$ cat config.mk
export PLATFORM = sky130hd
export DESIGN_NAME = simple_modular_subtractor
export DESIGN_NICKNAME = d
export VERILOG_FILES = /design/src/rtl/ecc_field_pkg.sv /design/src/rtl/limb_addsub.sv /design/src/rtl/simple_modular_subtractor.sv
export SDC_FILE = /design/constraint.sdc
export NUM_CORES = 2
export LEC_CHECK = 0
export CAP_MARGIN = 20
export CORE_MARGIN = 5
export CORE_UTILIZATION = 45
export CTS_CLUSTER_DIAMETER = 50
export DETAILED_ROUTE_END_ITERATION = 6
export GPL_TIMING_DRIVEN = 0
export HOLD_SLACK_MARGIN = 0.03
export PLACE_DENSITY_LB_ADDON = 0.2
export SYNTH_ARGS = -nofsm -noshare
export SYNTH_HDL_FRONTEND = slang
export SYNTH_SLANG_ARGS = --single-unit
$ cat constraint.sdc
create_clock -name clk -period 6.3 [get_ports clk]
set_input_delay 1.26 -clock clk [delete_from_list [all_inputs] [get_ports clk]]
set_output_delay 1.26 -clock clk [all_outputs]
set_load 0.01 [all_outputs]
$ cat src/rtl/ecc_field_pkg.sv
// Shared constants and FSM encoding for the GF(2^255-19) limb-serial datapath.
package ecc_field_pkg;

  localparam int unsigned W     = 64;
  localparam int unsigned N     = 256;
  localparam int unsigned LIMBS = N / W;
  localparam int unsigned CNT_W = (LIMBS > 1) ? $clog2(LIMBS) : 1;

  // p = 2^255 - 19
  localparam logic [N-1:0] P25519 = {1'b0, {(N-6){1'b1}}, 5'b01101};

  typedef enum logic [1:0] {
    IDLE,
    SUB,
    FIX,
    DONE
  } state_t;

endpackage

$ cat src/rtl/limb_addsub.sv
// One W-bit add/subtract slice; in subtract mode cin/cout are borrow-in/borrow-out.
module limb_addsub #(
  parameter int unsigned W = 64
) (
  input  logic [W-1:0] x,
  input  logic [W-1:0] y,
  input  logic         cin,
  input  logic         sub,
  output logic [W-1:0] r,
  output logic         cout
);

  logic [W:0]   sum;
  logic [W-1:0] y_eff;
  logic         c_eff;

  // x - y - b is computed as x + ~y + ~b; a carry-out of 1 means no borrow.
  always_comb begin
    y_eff = sub ? ~y : y;
    c_eff = sub ? ~cin : cin;
    sum   = {1'b0, x} + {1'b0, y_eff} + (W+1)'(c_eff);
    r     = sum[W-1:0];
    cout  = sub ? ~sum[W] : sum[W];
  end

endmodule

$ cat src/rtl/simple_modular_subtractor.sv
// Constant-time limb-serial (a - b) mod p: subtract pass, then add p-or-0 correction pass.
module simple_modular_subtractor
  import ecc_field_pkg::*;
(
  input  logic         clk,
  input  logic         rst,
  input  logic         start,
  input  logic [N-1:0] a,
  input  logic [N-1:0] b,
  output logic [N-1:0] out,
  output logic         busy,
  output logic         done
);

  localparam logic [CNT_W-1:0] LAST = CNT_W'(LIMBS - 1);

  state_t           state;
  logic [N-1:0]     a_sr;
  logic [N-1:0]     b_sr;
  logic [N-1:0]     p_sr;
  logic [N-1:0]     diff_sr;
  logic             flag;
  logic             fix;
  logic [CNT_W-1:0] cnt;

  logic [W-1:0]     x_c;
  logic [W-1:0]     y_c;
  logic [W-1:0]     r_c;
  logic             sub_c;
  logic             cout_c;

  // Shared slice operands: borrow chain in SUB, carry chain in FIX.
  always_comb begin
    sub_c = (state == SUB);
    x_c   = sub_c ? a_sr[W-1:0] : diff_sr[W-1:0];
    y_c   = sub_c ? b_sr[W-1:0] : (fix ? p_sr[W-1:0] : '0);
  end

  limb_addsub #(.W(W)) u_limb (
    .x    (x_c),
    .y    (y_c),
    .cin  (flag),
    .sub  (sub_c),
    .r    (r_c),
    .cout (cout_c)
  );

  always_ff @(posedge clk) begin
    if (rst) begin
      state   <= IDLE;
      a_sr    <= '0;
      b_sr    <= '0;
      p_sr    <= '0;
      diff_sr <= '0;
      flag    <= 1'b0;
      fix     <= 1'b0;
      cnt     <= '0;
      out     <= '0;
      busy    <= 1'b0;
      done    <= 1'b0;
    end else begin
      case (state)
        IDLE: begin
          if (start) begin
            a_sr  <= a;
            b_sr  <= b;
            p_sr  <= P25519;
            flag  <= 1'b0;
            cnt   <= '0;
            busy  <= 1'b1;
            state <= SUB;
          end
        end
        SUB: begin
          diff_sr <= {r_c, diff_sr[N-1:W]};
          a_sr    <= a_sr >> W;
          b_sr    <= b_sr >> W;
          flag    <= cout_c;
          if (cnt == LAST) begin
            fix   <= cout_c;
            flag  <= 1'b0;
            cnt   <= '0;
            state <= FIX;
          end else begin
            cnt <= cnt + CNT_W'(1);
          end
        end
        FIX: begin
          diff_sr <= {r_c, diff_sr[N-1:W]};
          p_sr    <= p_sr >> W;
          flag    <= cout_c;
          if (cnt == LAST) begin
            // Final carry-out dropped: result is taken mod 2^N.
            out   <= {r_c, diff_sr[N-1:W]};
            done  <= 1'b1;
            cnt   <= '0;
            state <= DONE;
          end else begin
            cnt <= cnt + CNT_W'(1);
          end
        end
        DONE: begin
          done  <= 1'b0;
          busy  <= 1'b0;
          state <= IDLE;
        end
        default: state <= IDLE;
      endcase
    end
  end

endmodule

==> impl_metrics.yaml <==
logic_synthesis:
  synth_top_family_by_area: "compound AO/OA/AOI/OAI gates"
  muxShareOfSynthArea: 0.157
  synth_edf_count: 0
  ys.flop_type: "dfxtp_1"
  synth_area_um2: 44100
  synth.distinct_cells: 77
  ys_seq_elements: 1037
  synthAdderAreaFrac: 0.0202
  synth_compound_area_frac: 0.169
  synth_xor_area_frac: 0.00953
  synth_top_area_share: 0.471
  synth_nets: 5478
  syn_inst: 4893
  synth_largest_area_cell: "dfxtp_1"
  ys_warn_count: 0
  ys_top_cells_by_area: "dfxtp_1 47%, mux2i_1 14%, a211oi_1 6.7%"
  syn_avg_cell_area_um2: 9.01
  synth.yosys.seq_area_share: 0.471
  synth-simple-area-share: 0.136
  ys_async_sr_fraction: 0
placed_design:
  post-dp-hpwl_mm: 146
  gp_congestion: 0.998
  port_buffers: 772
power:
  comb_power_share: 0.364
  p_seq_frac: 0.356
  p_sw_frac: 0.385
  power_leakage_nw: 21.3
  p_sw_mw: 9.71
  p_int_mw: 15.5
  power.share.clock: 0.280
  total_power_mw: 25.2
  peakVddDrop_mv: 0.251
  powerDensity_nw_per_um2: 438
clock_network:
  clock_latency_ns: 0.70
  htreeDepth: 3
  holdBufCountCts: 0
  clkSinkCount: 1037
  ctsResizeCount: 4
  cts_max_path_buffers: 3
  cts_buffers: 117
  clockRootBuffer: "clkbuf_16"
  cts_tree: "yes"
  clkTransAtPathRegs_ns: 0.06
  cts_setup_buffers: 0
die:
  coreArea_um2: 97000
  dieArea_um2: 104000
  ioPinCount: 773
  die_w_um: 323
  die_h_um: 323
  start_util: 0.455
  core.rowCount: 114
layout:
  final_common_cell: "dfxtp_1"
  n_fill_cell: 8912
  post-route-util: 0.594
  register_area_um2: 20800
  final_cell_mix: "1,037 x dfxtp_1, 787 x nor2_1, 772 x clkdlybuf4s50_1"
  drive_gt1_frac: 0.0537
  nNetsFinal: 6374
  multi_input_area_um2: 21700
  synthToLayoutAreaGrowth_pct: 30.6
routing:
  vias: 40600
  via_per_inst: 5.64
  drtIter0Drc: 3550
  first_pass_iters: 6
  ant_nets: 0
  routed_wl_mm: 181
  drt-wirelength-per-cell_um: 25.1
  drc_errors: 0
setup_path:
  cp-start-kind: "flip-flop"
  worstPathArrival_ns: 6.59
  path_max_fanout: 10
  crit_type: "reg2reg"
  cp.required_ns: 6.90
  end_kind: "flip-flop"
timing:
  fin_tns_setup_ns: 0
  slew_headroom: 0.234
  holdWs_ns: 0.452
  fin_crit_ns: 5.98
  fmax_mhz: 167
  finalSetupViolCount: 0
  clock_skew_ns: 0.0249
  period_share: 0.950
  rsz0062_at_grt: "false"
  slew_viol_final: 0
  tightest_slew_ns: 1.15
  hold_violations: 0
global_route:
  antenna_found_initial: 42
  grt_overflow_total: 0
  grt_pass1_wl_mm: 255
  grt_usage: 0.327
  grt_pass1_vias: 38500
  grt_start_max_net_pins: 16
worst_hold_path:
  hold_path.class: "reg2reg"
status:
  outcome: "finished clean"
flow_run:
  cap_violations: 0
registers in the layout (all words and copies together), names as in the netlist:
signal and flops:
b_sr 256, a_sr 256, cnt 2, p_sr 5, diff_sr 256, done 1
fix 1, busy 1, state 2, out 256, flag 1
synthesized netlist by cell type, types with 7 or more instances:
cell,instances
nor3_1,23
ha_1,68
a21o_1,51
o21bai_1,13
buf_2,8
buf_1,29
nand2_1,564
inv_1,28
a32oi_1,7
a22oi_1,129
nor2_1,787
nor2b_1,7
dfxtp_1,1037
mux2_2,64
xnor2_1,22
a31oi_1,11
a211oi_1,395
nand3_1,44
mux2i_1,618
o21ai_0,89
o211ai_1,13
xor2_1,26
and3_1,14
clkbuf_1,369
or3_1,10
o22ai_1,8
nand4_1,14
a21oi_1,322
o21ai_1,15
power groups by stage:
stage                     clock, mW  combinational (mW)  sequential [mW]
final                          7.07                9.17             8.98
after global routing           7.40                9.83             9.10
after CTS                      7.10                9.05             8.95
after detailed placement          0                9.01             9.08
after global placement            0                8.89             9.03
after floorplan                   0                6.27             8.58
cell families after synthesis:
logic type	count (synthesis)
flops	1037
mux	683
buf+inv	439
xor+xnor	48
simple gates	1499
compound gates	1117
fa+ha+maj	70
worst max-delay path: stages (launching register included):
cell	delay (ns)
dfxtp_1	0.40
inv_1	0.09
ha_2	0.28
clkbuf_2	0.26
clkbuf_2	0.36
clkbuf_2	0.33
a21oi_1	0.59
a21oi_1	0.19
ha_1	0.42
a21oi_1	0.29
o21ai_0	0.18
o211ai_1	0.20
nand3_1	0.28
and2b_1	0.35
a211oi_2	0.45
a41oi_1	0.27
a211oi_1	0.36
mux2_1	0.36
o31ai_1	0.17
final cells by class:
cell class,instances,area share
Sequential cell,1037,0.360
Clock inverter,64,0.0128
Multi-Input combinational cell,3417,0.376
Antenna cell,31,0.00135
Buffer,408,0.0272
Tap cell,1276,0.0277
Inverter,30,0.00195
Timing Repair Buffer,778,0.136
Clock buffer,156,0.0569
metal layers:
layer / global-route usage / vias to the layer above / share of wire
met4: 0.132 / 14 / 0.042
met2: 0.539 / 1748 / 0.46
met3: 0.0631 / 318 / 0.084
met5: 0 / - / 0.00051
met1: 0.426 / 19500 / 0.41
li1: - / 19100 / -
per-stage QoR:
step / area (um2) / std cells / setup slack (ns)
after floorplan: 44100 / 4893 / 1.75
after global placement: 53400 / 6941 / -0.449
after detailed placement: 53500 / 6947 / -0.470
after CTS: 57500 / 7166 / 0.0362
after global routing: 57600 / 7189 / 0.0892
final: 57600 / 7197 / 0.318
worst paths after layout:
check	from	end	slack, ns	depth (start not counted)
max reg2reg	state[1]$_SDFFE_PP0P_	flag$_SDFFE_PP0P_	0.32	18
min reg2reg	out[168]$_SDFFE_PP0P_	out[168]$_SDFFE_PP0P_	0.45	2
min	out[168]$_SDFFE_PP0P_	out[168]$_SDFFE_PP0P_	0.45	2
max	state[1]$_SDFFE_PP0P_	flag$_SDFFE_PP0P_	0.32	18
Note: power is estimated with default switching activity, not from simulation.
